==> src/rtl/washing_machine_pkg.sv <==
// Shared state/selector encodings and default phase lengths for the washing machine controller.
package washing_machine_pkg;

    typedef enum logic [2:0] {
        OFF       = 3'd0,
        IDLE      = 3'd1,
        DELAY     = 3'd2,
        FILLING   = 3'd3,
        WASHING   = 3'd4,
        RINSING   = 3'd5,
        SPINNING  = 3'd6,
        END_CYCLE = 3'd7
    } wm_state_e;

    typedef enum logic [1:0] {
        CYC_QUICK    = 2'b00,
        CYC_NORMAL   = 2'b01,
        CYC_HEAVY    = 2'b10,
        CYC_DELICATE = 2'b11
    } wm_cycle_e;

    typedef enum logic [1:0] {
        SPIN_LOW      = 2'b00,
        SPIN_MEDIUM   = 2'b01,
        SPIN_HIGH     = 2'b10,
        SPIN_HIGH_ALT = 2'b11
    } wm_spin_e;

    localparam logic [7:0] DEF_DELAY_TICKS  = 8'd200;
    localparam logic [7:0] DEF_WASH_TICKS_Q = 8'd40;
    localparam logic [7:0] DEF_WASH_TICKS_N = 8'd80;
    localparam logic [7:0] DEF_WASH_TICKS_H = 8'd120;
    localparam logic [7:0] DEF_WASH_TICKS_D = 8'd30;
    localparam logic [7:0] DEF_RINSE_TICKS  = 8'd50;
    localparam logic [7:0] DEF_SPIN_TICKS_L = 8'd20;
    localparam logic [7:0] DEF_SPIN_TICKS_M = 8'd40;
    localparam logic [7:0] DEF_SPIN_TICKS_H = 8'd60;

endpackage

==> src/rtl/wm_phase_timer.sv <==
// 8-bit loadable down-counter for timed wash phases; clear beats load beats decrement,
// and the decrement saturates at zero.
module wm_phase_timer (
    input  logic       clk,
    input  logic       reset,
    input  logic       clear_i,
    input  logic       load_i,
    input  logic [7:0] load_val_i,
    input  logic       dec_i,
    output logic [7:0] count_o,
    output logic       zero_o
);

    logic [7:0] count_q;
    logic [7:0] count_d;

    always_comb begin
        count_d = count_q;
        if (clear_i) begin
            count_d = 8'd0;
        end else if (load_i) begin
            count_d = load_val_i;
        end else if (dec_i && (count_q != 8'd0)) begin
            count_d = count_q - 8'd1;
        end
    end

    always_ff @(posedge clk or posedge reset) begin
        if (reset) begin
            count_q <= 8'd0;
        end else begin
            count_q <= count_d;
        end
    end

    assign count_o = count_q;
    assign zero_o  = (count_q == 8'd0);

endmodule

==> src/rtl/washing_machine_ctrl.sv <==
// Washing machine sequencer: OFF -> IDLE -> (DELAY) -> FILLING -> WASHING -> RINSING -> SPINNING -> END_CYCLE.
// Optional feature macro WM_UNBALANCE_CHECK_EN: halt the spin and raise alarm while the drum is unbalanced.
module washing_machine_ctrl
    import washing_machine_pkg::*;
#(
    parameter logic [7:0] DELAY_TICKS  = DEF_DELAY_TICKS,
    parameter logic [7:0] WASH_TICKS_Q = DEF_WASH_TICKS_Q,
    parameter logic [7:0] WASH_TICKS_N = DEF_WASH_TICKS_N,
    parameter logic [7:0] WASH_TICKS_H = DEF_WASH_TICKS_H,
    parameter logic [7:0] WASH_TICKS_D = DEF_WASH_TICKS_D,
    parameter logic [7:0] RINSE_TICKS  = DEF_RINSE_TICKS,
    parameter logic [7:0] SPIN_TICKS_L = DEF_SPIN_TICKS_L,
    parameter logic [7:0] SPIN_TICKS_M = DEF_SPIN_TICKS_M,
    parameter logic [7:0] SPIN_TICKS_H = DEF_SPIN_TICKS_H
) (
    input  logic       clk,
    input  logic       reset,
    input  logic       power_button,
    input  logic       start_button,
    input  logic [1:0] cycle_select,
    input  logic [1:0] water_level_select,
    input  logic [1:0] temp_select,
    input  logic [1:0] spin_speed_select,
    input  logic       lid_closed,
    input  logic       water_full,
    input  logic       load_balanced,
    input  logic       delay_start,
    output logic       motor_on,
    output logic       water_pump_on,
    output logic       alarm,
    output logic       door_locked,
    output logic       power_led,
    output logic       cycle_led,
    output logic [7:0] timer,
    output logic       end_of_cycle_alarm
);

    wm_state_e  state_q, state_d;
    logic       power_q, start_q;
    logic [1:0] cycle_sel_q, cycle_sel_d;
    logic [1:0] spin_sel_q, spin_sel_d;
    logic [1:0] water_sel_q, water_sel_d;
    logic [1:0] temp_sel_q, temp_sel_d;

    logic       power_edge, start_edge;
    logic       in_run, paused, spin_hold;
    logic       tmr_clear, tmr_load, tmr_dec, tmr_zero;
    logic [7:0] tmr_val, tmr_count;
    logic [7:0] wash_len, spin_len;

    assign power_edge = power_button & ~power_q;
    assign start_edge = start_button & ~start_q;
    assign in_run     = (state_q == FILLING) || (state_q == WASHING) ||
                        (state_q == RINSING) || (state_q == SPINNING);
    assign paused     = in_run & ~lid_closed;

`ifdef WM_UNBALANCE_CHECK_EN
    assign spin_hold = (state_q == SPINNING) & ~load_balanced;
`else
    logic unused_balance;
    assign spin_hold      = 1'b0;
    assign unused_balance = load_balanced;
`endif

    // Water level and temperature are captured for reporting only.
    logic unused_sel;
    assign unused_sel = ^{water_sel_q, temp_sel_q};

    always_comb begin
        case (wm_cycle_e'(cycle_sel_q))
            CYC_QUICK:  wash_len = WASH_TICKS_Q;
            CYC_NORMAL: wash_len = WASH_TICKS_N;
            CYC_HEAVY:  wash_len = WASH_TICKS_H;
            default:    wash_len = WASH_TICKS_D;
        endcase
        case (wm_spin_e'(spin_sel_q))
            SPIN_LOW:    spin_len = SPIN_TICKS_L;
            SPIN_MEDIUM: spin_len = SPIN_TICKS_M;
            default:     spin_len = SPIN_TICKS_H;
        endcase
    end

    always_comb begin
        state_d     = state_q;
        cycle_sel_d = cycle_sel_q;
        spin_sel_d  = spin_sel_q;
        water_sel_d = water_sel_q;
        temp_sel_d  = temp_sel_q;
        tmr_clear   = 1'b0;
        tmr_load    = 1'b0;
        tmr_val     = 8'd0;
        tmr_dec     = 1'b0;

        // Power edge overrides everything else, including a simultaneous start.
        if (power_edge) begin
            if (state_q == OFF) begin
                state_d = IDLE;
            end else begin
                state_d   = OFF;
                tmr_clear = 1'b1;
            end
        end else begin
            case (state_q)
                OFF: ;
                IDLE: begin
                    if (start_edge && lid_closed) begin
                        cycle_sel_d = cycle_select;
                        spin_sel_d  = spin_speed_select;
                        water_sel_d = water_level_select;
                        temp_sel_d  = temp_select;
                        if (delay_start) begin
                            state_d  = DELAY;
                            tmr_load = 1'b1;
                            tmr_val  = DELAY_TICKS;
                        end else begin
                            state_d   = FILLING;
                            tmr_clear = 1'b1;
                        end
                    end
                end
                DELAY: begin
                    if (tmr_zero) state_d = FILLING;
                    else          tmr_dec = 1'b1;
                end
                FILLING: begin
                    if (!paused && water_full) begin
                        state_d  = WASHING;
                        tmr_load = 1'b1;
                        tmr_val  = wash_len;
                    end
                end
                WASHING: begin
                    if (!paused) begin
                        if (tmr_zero) begin
                            state_d  = RINSING;
                            tmr_load = 1'b1;
                            tmr_val  = RINSE_TICKS;
                        end else begin
                            tmr_dec = 1'b1;
                        end
                    end
                end
                RINSING: begin
                    if (!paused) begin
                        if (tmr_zero) begin
                            state_d  = SPINNING;
                            tmr_load = 1'b1;
                            tmr_val  = spin_len;
                        end else begin
                            tmr_dec = 1'b1;
                        end
                    end
                end
                SPINNING: begin
                    if (!paused && !spin_hold) begin
                        if (tmr_zero) state_d = END_CYCLE;
                        else          tmr_dec = 1'b1;
                    end
                end
                END_CYCLE: begin
                    if (start_edge || !lid_closed) state_d = IDLE;
                end
                default: state_d = OFF;
            endcase
        end
    end

    always_ff @(posedge clk or posedge reset) begin
        if (reset) begin
            state_q     <= OFF;
            power_q     <= 1'b0;
            start_q     <= 1'b0;
            cycle_sel_q <= 2'b00;
            spin_sel_q  <= 2'b00;
            water_sel_q <= 2'b00;
            temp_sel_q  <= 2'b00;
        end else begin
            state_q     <= state_d;
            power_q     <= power_button;
            start_q     <= start_button;
            cycle_sel_q <= cycle_sel_d;
            spin_sel_q  <= spin_sel_d;
            water_sel_q <= water_sel_d;
            temp_sel_q  <= temp_sel_d;
        end
    end

    wm_phase_timer u_timer (
        .clk        (clk),
        .reset      (reset),
        .clear_i    (tmr_clear),
        .load_i     (tmr_load),
        .load_val_i (tmr_val),
        .dec_i      (tmr_dec),
        .count_o    (tmr_count),
        .zero_o     (tmr_zero)
    );

    // An open lid gates both actuators even though the state itself is held.
    assign motor_on           = lid_closed & ((state_q == WASHING) || (state_q == RINSING) ||
                                              ((state_q == SPINNING) && !spin_hold));
    assign water_pump_on      = lid_closed & ((state_q == FILLING) || (state_q == RINSING));
    assign alarm              = ~lid_closed | spin_hold;
    assign door_locked        = in_run;
    assign power_led          = (state_q != OFF);
    assign cycle_led          = in_run || (state_q == DELAY);
    assign timer              = tmr_count;
    assign end_of_cycle_alarm = (state_q == END_CYCLE);

endmodule

==> config.mk <==
export PLATFORM = sky130hd
export DESIGN_NAME = washing_machine_ctrl
export DESIGN_NICKNAME = d
export VERILOG_FILES = /design/src/rtl/washing_machine_pkg.sv /design/src/rtl/wm_phase_timer.sv /design/src/rtl/washing_machine_ctrl.sv
export SDC_FILE = /design/constraint.sdc
export NUM_CORES = 1
export LEC_CHECK = 0
export ABC_AREA = 1
export CORE_MARGIN = 2
export CORE_UTILIZATION = 46
export DETAILED_ROUTE_END_ITERATION = 10
export PLACE_DENSITY = 0.85
export SLEW_MARGIN = 20
export SYNTH_ARGS = -nofsm -noshare
export SYNTH_HDL_FRONTEND = slang
export SYNTH_SLANG_ARGS = --single-unit
==> constraint.sdc <==
create_clock -name clk -period 1.86 [get_ports clk]
set_clock_uncertainty 0.2 [all_clocks]
set_input_delay 0.558 -clock clk [delete_from_list [all_inputs] [get_ports clk]]
set_output_delay 0.558 -clock clk [all_outputs]
set_load 0.05 [all_outputs]
==> Yosys cells after proc, flatten, opt, wreduce, memory -nomap -nowiden <==
Cells that the tools add are included.
{ "totals": {"wordCells": 105, "register_bits": 17, "output_inout_bits": 15} }
{ "op_classes": {"n_mux": 44, "n_bitwise": 9, "n_reduce_logical": 25, "n_eq_ne": 20, "addsub": 1} }
{ "op_table": {"columns": ["operator", "count"], "rows": [
  ["2-to-1 mux 8 bit", 8],
  ["2-to-1 mux 3 bit", 11],
  ["case mux 8 bit (4 select lines)", 1],
  ["inequality test 3 bit, second input constant", 8],
  ["case mux 3 bit (7 select lines)", 1],
  ["case mux 7 bit (3 select lines)", 1],
  ["2-to-1 mux 1 bit", 16],
  ["nonzero test 8 bit", 2],
  ["equality test 3 bit, second input constant", 4],
  ["2-to-1 mux 6 bit", 2],
  ["case mux 6 bit (2 select lines)", 1],
  ["AND reduction 11 bit", 1],
  ["zero test 8 bit", 1],
  ["logical OR 1 bit", 8],
  ["subtractor 8 x 1 -> 8 bit, second input constant", 1],
  ["2-to-1 mux 7 bit", 1],
  ["equality test 3 x 2 -> 1 bit, second input constant", 2],
  ["nonzero test 3 bit", 2],
  ["AND 1 bit", 5],
  ["equality test 2 x 1 -> 1 bit, second input constant", 2],
  ["zero test 2 bit", 2],
  ["inverter 1 bit", 4],
  ["equality test 3 x 1 -> 1 bit, second input constant", 1],
  ["logical AND 1 bit", 3],
  ["10 further kinds", 11]
]} }

==> Depth between registers and ports, before layout <==
Gate-level depths: netlist of the first run.
{ "depth": {"word_depth": 12, "ltp_mapped": 13} }

==> By module <==
From an unflattened synthesis of the first run, not the netlist that was laid out.
{ "unflattened": {"cells_unflattened": 215, "area_unflattened_um2": 1393.8} }
{ "modules_own_cells": {"columns": ["module", "cells_per_inst", "seq_area_each_um2", "area_per_inst_um2", "instances"], "rows": [
  ["washing_machine_ctrl", 123, 225.2, 807.0, 1],
  ["wm_phase_timer", 92, 200.2, 586.8, 1]
]} }

==> Least setup slack after synthesis of the first run <==
OpenSTA, ideal clock, no wires.
{ "synth_path": {"kind": "reg-to-output", "start": "reg state_q[1]", "end": "out cycle_led", "arrival_time_ps": 1672, "required_ps": 1102, "setup_slack_ps": -570, "path_stages_with_launch": 7, "cell_sequence": "dfrtp_1 > inv_1 > ha_1 > nand2_1 > nand4_2 > inv_1 > nand2_1"} }
{ "synth_via": {"elab_chain_cells": 5, "word_cells_on_any_way": 9, "cone_classes": "5 x eq/ne; 4 x reduce/logical"} }
{ "synth_lines": {"columns": ["element", "line_no", "rtl"], "rows": [
  ["start, declared", "washing_machine_ctrl.sv:38", "wm_state_e state_q, state_d;"],
  ["start signal, assigned", "washing_machine_ctrl.sv:178", "state_q <= state_d;"],
  ["equality test 3 x 2 -> 1 bit / equality test 3 bit (equally long branches)", "washing_machine_ctrl.sv:53", "assign in_run = (state_q == FILLING) || (state_q == WASHING) ||"],
  ["logical OR 1 bit (2 in series)", "washing_machine_ctrl.sv:53", null],
  ["logical OR 1 bit *", "washing_machine_ctrl.sv:54", "(state_q == RINSING) || (state_q == SPINNING);"],
  ["via door_locked", "washing_machine_ctrl.sv:31", "output logic door_locked,"],
  ["logical OR 1 bit *", "washing_machine_ctrl.sv:206", "assign cycle_led = in_run || (state_q == DELAY);"],
  ["end, declared", "washing_machine_ctrl.sv:33", "output logic cycle_led,"]
]} }
Mark *: on every way through the listed nets, which the timed path passes. The rest lies on a longest branch.

==> Worst setup path in the final report of the first run <==
{ "layout_path": {"start": "in start_button", "end": "reg u_timer.count_q[3], in the netlist u_timer.count_o[3]"} }
{ "layout_via": {"elab_chain_cells": 7, "word_cells_on_any_way": 14, "cone_classes": "11 x mux; 1 x bitwise; 2 x reduce/logical"} }
{ "layout_lines": {"columns": ["element", "line_no", "rtl"], "rows": [
  ["start, declared", "washing_machine_ctrl.sv:19", "input logic start_button,"],
  ["AND 1 bit *", "washing_machine_ctrl.sv:52", "assign start_edge = start_button & ~start_q;"],
  ["logical AND 1 bit *", "washing_machine_ctrl.sv:106", "if (start_edge && lid_closed) begin"],
  ["2-to-1 mux 8 bit / 2-to-1 mux 1 bit (equally long branches)", "washing_machine_ctrl.sv:106", null],
  ["case mux 8 bit (4 select lines) / case mux 1 bit (3 select lines) (equally long branches)", "washing_machine_ctrl.sv:103", "case (state_q)"],
  ["2-to-1 mux 8 bit / 2-to-1 mux 1 bit (equally long branches)", "washing_machine_ctrl.sv:95", "if (power_edge) begin"],
  ["2-to-1 mux 8 bit", "wm_phase_timer.sv:21", "end else if (load_i) begin"],
  ["2-to-1 mux 8 bit", "wm_phase_timer.sv:19", "if (clear_i) begin"],
  ["end signal, assigned", "wm_phase_timer.sv:32", "count_q <= count_d;"],
  ["end, declared", "wm_phase_timer.sv:14", "logic [7:0] count_q;"]
]} }
Every way passes the cells marked *; elsewhere a longest branch is shown, timed or not.
A chain may end at the register's enable or synchronous reset.

==> impl_metrics.ini, run 1 <==
[outcome]
outcome = complete, but fails checks
violations = negative setup slack

[cts]
clk_latency_ns = 0.32
cts_buffers = 3
cts_buffer_depth = 2
cts_root_buffer = clkbuf_4
cts_tree = built
path_clk_slew_ns = 0.12
ctsHtreeMaxLevel = 1
clkSinkCount = 17
hold_buffers = 0

[place]
place_hpwl_mm = 3.35
postPlaceCellArea_um2 = 2360
gp_congestion = 0.874
port_buffers = 25
pre_cts_slack_ns = -0.530

[grt]
grt_max_degree = 18
grt.total_usage_pct = 36.9
grt_pass1_vias = 1979
grt_use_met1_pct = 41.3
use_met2_pct = 59.9
grt-ovfl-total = 0
grt_pass1_wl_mm = 9.60
grt_util_met3_pct = 9.74
top_usage_layer = met2
antenna_found_initial = 0

[sta]
holdWs_ns = 0.343
timing.final.crit_share_pct = 128
final_hold_viol_count = 0
report.final.slew_viol_count = 0
worst_slew_pin_slew_ns = 0.342
fmax_ghz = 0.419
setup_viol = 21
rsz0062_at_grt = yes
fin_ws_ns = -0.528
slew_headroom_pct = 77.2
fin_crit_ns = 2.39

[run]
drv_cap = 0

[worst_setup_path]
crit_arrival_ns = 2.46
end_kind = flip-flop
cp-start-kind = input pin
cp_max_fo = 3
r2r_cells = 12
cp.required_ns = 1.93
crit_type = input pin to flip-flop

[layout]
drive_gt1_share_pct = 53.2
area_growth_syn_to_layout_pct = 95.4
final_cell_area_um2 = 2790
final_common_cell = buf_4
diodes = 0
most-common-layout-cells = buf_4, nand2_1, inv_1
num-nets-final = 326

[die]
die_x_um = 59.8
rows = 20
io_pins = 31
initial_core_util_pct = 47.6
core-area_um2 = 3000
dieArea_um2 = 3570
die_height_um = 59.8

[pwr]
seq_power_share_pct = 11.4
ir_drop_mv = 1.64
p_sw_mw = 3.27
p_sw_share_pct = 54.4
power.density_nw_per_um2 = 2150
p_leak_nw = 1.43
p_comb_share_pct = 84.9
pwr-share-clk_pct = 3.7
intPower_mw = 2.74

[drt]
routed_wl_mm = 8.30
dr.pass1.iters = 8
drc_errors = 0
drt-initial-drc-count = 436
viasPerCell = 6.77
vias = 2246
ant_nets = 0
post_drt_wl_per_cell_um = 25.0

[synth]
synthSimpleGateAreaFrac_pct = 40.9
synth_cell_type_count = 28
synth_compound_area_share_pct = 8.31
synthMuxAreaShare_pct = 0.787
synth_xor_area_share_pct = 3.67
synthAdderAreaFrac_pct = 8.75
syn_inst = 202
ys.warnings.count = 0
avgSynthCellArea_um2 = 7.08
synth_top_family_by_area = simple AND/OR/NAND/NOR gates
synth_nets = 228
synthesis.area_um2 = 1430
ys_ff_latch = 17
ys_seq_area_share_pct = 29.7

[worst_hold_path]
hold_class = input pin to async pin
-- cells by family (layout without fill, tap and decap cells) --
group	Yosys count	in the layout
multiplexers	1	1
buffers and inverters	28	124
XOR/XNOR	6	6
flip-flops	17	17
AO/OA/AOI/OAI	19	19
AND/OR/NAND/NOR	121	122
adder cells (fa/ha/maj)	10	10
-- per-stage QoR --
step | instances | setup TNS [ns] | total power, mW | util [%]
after floorplan | 202 | -1.65 | 2.71 | -
final | 332 | -7.24 | 6.02 | 93.0
after detailed placement | 310 | -7.99 | 4.29 | 78.6
after CTS | 324 | -3.84 | 4.83 | 85.8
after global routing | 332 | -8.82 | 6.21 | 93.0
after global placement | 310 | -7.17 | 4.18 | 78.6
-- flip-flops by register name, summed over array words and instances, names as in the netlist --
name	flops
state_q	3
power_q	1
spin_sel_q	2
start_q	1
cycle_sel_q	2
u_timer.count_o	8
-- worst max-delay path: stages --
cell and delay [ns]:
clkdlybuf4s50_1 0.60, nand3_4 0.16, nor3_4 0.25, nor2_2 0.11, a21oi_2 0.33, nand2_1 0.15, nand2_1 0.14, nand2_2 0.08
nand2_1 0.08
-- cells in the mapped netlist (all sizes together) --
master / n / area share (%)
nand2: 67 / 19
xnor2: 1 / 0.61
o21bai: 1 / 0.53
mux2: 1 / 0.79
xor2: 5 / 3.1
buf: 1 / 0.79
nand3: 22 / 8.0
nor3b: 1 / 0.53
o21ai: 8 / 2.8
nor2: 13 / 3.8
inv: 27 / 7.1
a21boi: 2 / 2.1
a21oi: 7 / 2.4
nand4: 10 / 4.8
or3: 1 / 0.44
dfrtp: 17 / 30
ha: 10 / 8.7
nor3: 7 / 3.9
o22ai: 1 / 0.44
-- area by class of cell --
cell class                 instances  area (µm²)
clock buffer                       4        26.3
fill                              99         209
inverter                          27         113
multi-input combinational        158        1230
sequential                        17         430
tap                               33        41.3
timing repair buffer              93         951
-- power by group through the flow --
| stage | clock network [mW] | registers, mW | logic, mW |
|---|---|---|---|
| 2_1_floorplan | 0 | 0.920 | 1.79 |
| 3_3_place_gp | 0 | 0.646 | 3.54 |
| 3_5_place_dp | 0 | 0.657 | 3.63 |
| 4_1_cts | 0.207 | 0.657 | 3.97 |
| 5_1_grt | 0.228 | 0.690 | 5.29 |
| 6_report | 0.220 | 0.687 | 5.11 |
-- per-layer routing --
layer	vias up	wire [µm]	share of wire [%]
met4	0	905	11
met1	991	2520	30
li1	860	-	-
met5	-	0	0
met3	109	1080	13
met2	286	3800	46
-- final timing paths --
check / from / to / slack (ns)
worst max register to register: state_q[1] / u_timer.count_o[3] / -0.48
worst min-delay path: reset / u_timer.count_o[7] / 0.34
max in group asynchronous: reset / state_q[1] / 0.88
worst min register to register: spin_sel_q[0] / spin_sel_q[0] / 0.41
worst max-delay path: start_button / u_timer.count_o[3] / -0.53
min in group clk: spin_sel_q[0] / spin_sel_q[0] / 0.41
-- what timing repair did --
action | 4_1_cts | 5_1_grt
hold endpoints to repair | 0 | 0
setup endpoints to repair | 19 | 21
gates cloned | 1 | 0
gates resized for setup | 38 | 44
pin swaps | 14 | 24
setup buffers | 10 | 10
No activity file was read; power rests on OpenSTA's default activity.
==> run 2, diff against run 1 <==
- CORE_MARGIN: 2 -> default
- CORE_UTILIZATION: 46 -> 55
- DONT_BUFFER_PORTS: default -> 1
- PLACE_DENSITY: 0.85 -> 0.82
- clock period: 1.86 -> 2 ns (I/O delays scaled with it)
==> run 2 against run 1 <==
The flow still finishes with violations (negative setup slack). Global-route usage is 2.6 points lower. Sequential power fell by 6.7%. Final cell count down 17%. Largest cell class unchanged.
==> impl_metrics.ini, run 2 (synthesized netlist as in run 1, its figures left out) <==
[grt]
grt.total_usage_pct = 34.3
grt_pass1_vias = 1489
grt-ovfl-total = 0
grt_pass1_wl_mm = 6.78
grt_max_degree = 18
antenna_found_initial = 0

[worst_setup_path]
crit_family = flip-flops
cp.required_ns = 1.20
critical_path_buf_inv_count = 3
crit_arrival_ns = 1.59
crit_type = flip-flop to primary output
cpMaxStageDelayCell = dfrtp_2
end_kind = primary output
critical-path-max-stage-delay_ns = 0.49
cp_max_fo = 4
cp_cell_sequence = inv_4 -> ha_4 -> nand2_8 -> buf_6 -> a21oi_4 -> buf_12
cp-start-kind = flip-flop

[sta]
setup_viol = 17
final_hold_viol_count = 0
timing.final.crit_share_pct = 119
slew_headroom_pct = 51.5
worst_slew_pin_slew_ns = 0.727
rsz0062_at_grt = yes
fmax_ghz = 0.419
fin_ws_ns = -0.387
holdWs_ns = 0.0741
report.final.slew_viol_count = 0
fin_crit_ns = 2.39

[layout]
drive_gt1_share_pct = 37.7
area_growth_syn_to_layout_pct = 42.7
diodes = 0
final_common_cell = nand2_1
num-nets-final = 271
multi_input_area_um2 = 1090
most-common-layout-cells = nand2_1, buf_4, inv_1
largest_reg_flops = 8
fillers = 146
seqCellArea_um2 = 432
final_cells = 274

[place]
place_hpwl_mm = 2.90
pre_cts_slack_ns = -0.0472
gp_congestion = 0.876
dp.cells = 264
port_buffers = 0

[pwr]
power_mw = 4.02
ir_drop_mv = 1.83
power.density_nw_per_um2 = 1970
p_leak_nw = 1.07

[die]
core-area_um2 = 2480
io_pins = 31
rows = 18
die_height_um = 53.0
die_x_um = 53.0
initial_core_util_pct = 57.7
dieArea_um2 = 2810

[worst_hold_path]
hold_class = input pin to async pin

[cts]
hold_buffers = 0
cts_buffer_depth = 2
cts_tree = built
ctsHtreeMaxLevel = 1
cts_root_buffer = clkbuf_4
cts_buffers = 3
path_clk_slew_ns = 0.11
clkSinkCount = 17
clk_latency_ns = 0.32

[drt]
drc_errors = 0
routed_wl_mm = 4.97
viasPerCell = 6.14
post_drt_wl_per_cell_um = 18.1
vias = 1683
ant_nets = 0
dr.pass1.iters = 4
drt-initial-drc-count = 123

[run]
drv_cap = 0

[outcome]
violations = negative setup slack
outcome = complete, but fails checks
run 2: cell types whose count changed in the layout (fill, tap and decap cells not counted), moves of 3 or more:
| cell | delta |
|---|---|
| buf_12 | -13 |
| buf_4 | -24 |
| o21ai_2 | -3 |
| nand2_4 | -9 |
| clkdlybuf4s50_1 | -9 |
| buf_6 | -8 |
| inv_2 | -3 |
| nand2_1 | +6 |
| nor2_1 | +3 |
| o21ai_0 | +3 |
| inv_1 | +3 |
run 2: layout make-up:
class                      count  area share, %
timing repair buffer          39           16.7
multi-input combinational    157           53.5
tap                           30           1.84
clock buffer                   4           1.29
sequential                    17           21.2
inverter                      27           5.52
run 2: what timing repair did:
action	4_1_cts	5_1_grt
pin swaps	5	4
setup endpoints to repair	12	17
gates resized for setup	14	17
setup buffers	5	1
run 2: through the flow:
stage                     TNS [ns]  area (µm²)  util [%]
final                        -4.25        2040      82.4
after global placement     -0.0825        1850      74.6
after floorplan             -0.241        1550         -
after CTS                    -2.18        1970      79.5
after detailed placement    -0.254        1850      74.6
after global routing         -5.35        2040      82.4
run 2: final timing paths:
| check | cells past startpoint | start | endpoint | slack [ns] |
|---|---|---|---|---|
| max | 6 | state_q[1] | water_pump_on | -0.39 |
| min | 1 | reset | u_timer.count_o[5] | 0.07 |
| max reg2reg | 11 | state_q[2] | u_timer.count_o[6] | -0.30 |
| min reg2reg | 1 | spin_sel_q[0] | spin_sel_q[0] | 0.37 |
| max in group asynchronous | 1 | reset | u_timer.count_o[0] | 1.02 |
| min in group clk | 0 | power_button | power_q | 0.10 |
run 2: routing by layer:
| metal | global-route usage, % | vias to the layer above | wire length (µm) |
|---|---|---|---|
| li1 | - | 748 | - |
| met4 | 20.6 | 0 | 230 |
| met5 | 0 | - | 0 |
| met1 | 39.4 | 786 | 1810 |
| met3 | 6.32 | 27 | 501 |
| met2 | 58.4 | 122 | 2420 |
run 2: where the power goes:
part           switching, mW  internal (mW)  total (mW)
combinational           2.02           1.16        3.17
clock                  0.130         0.0783       0.209
sequential             0.151          0.490       0.641
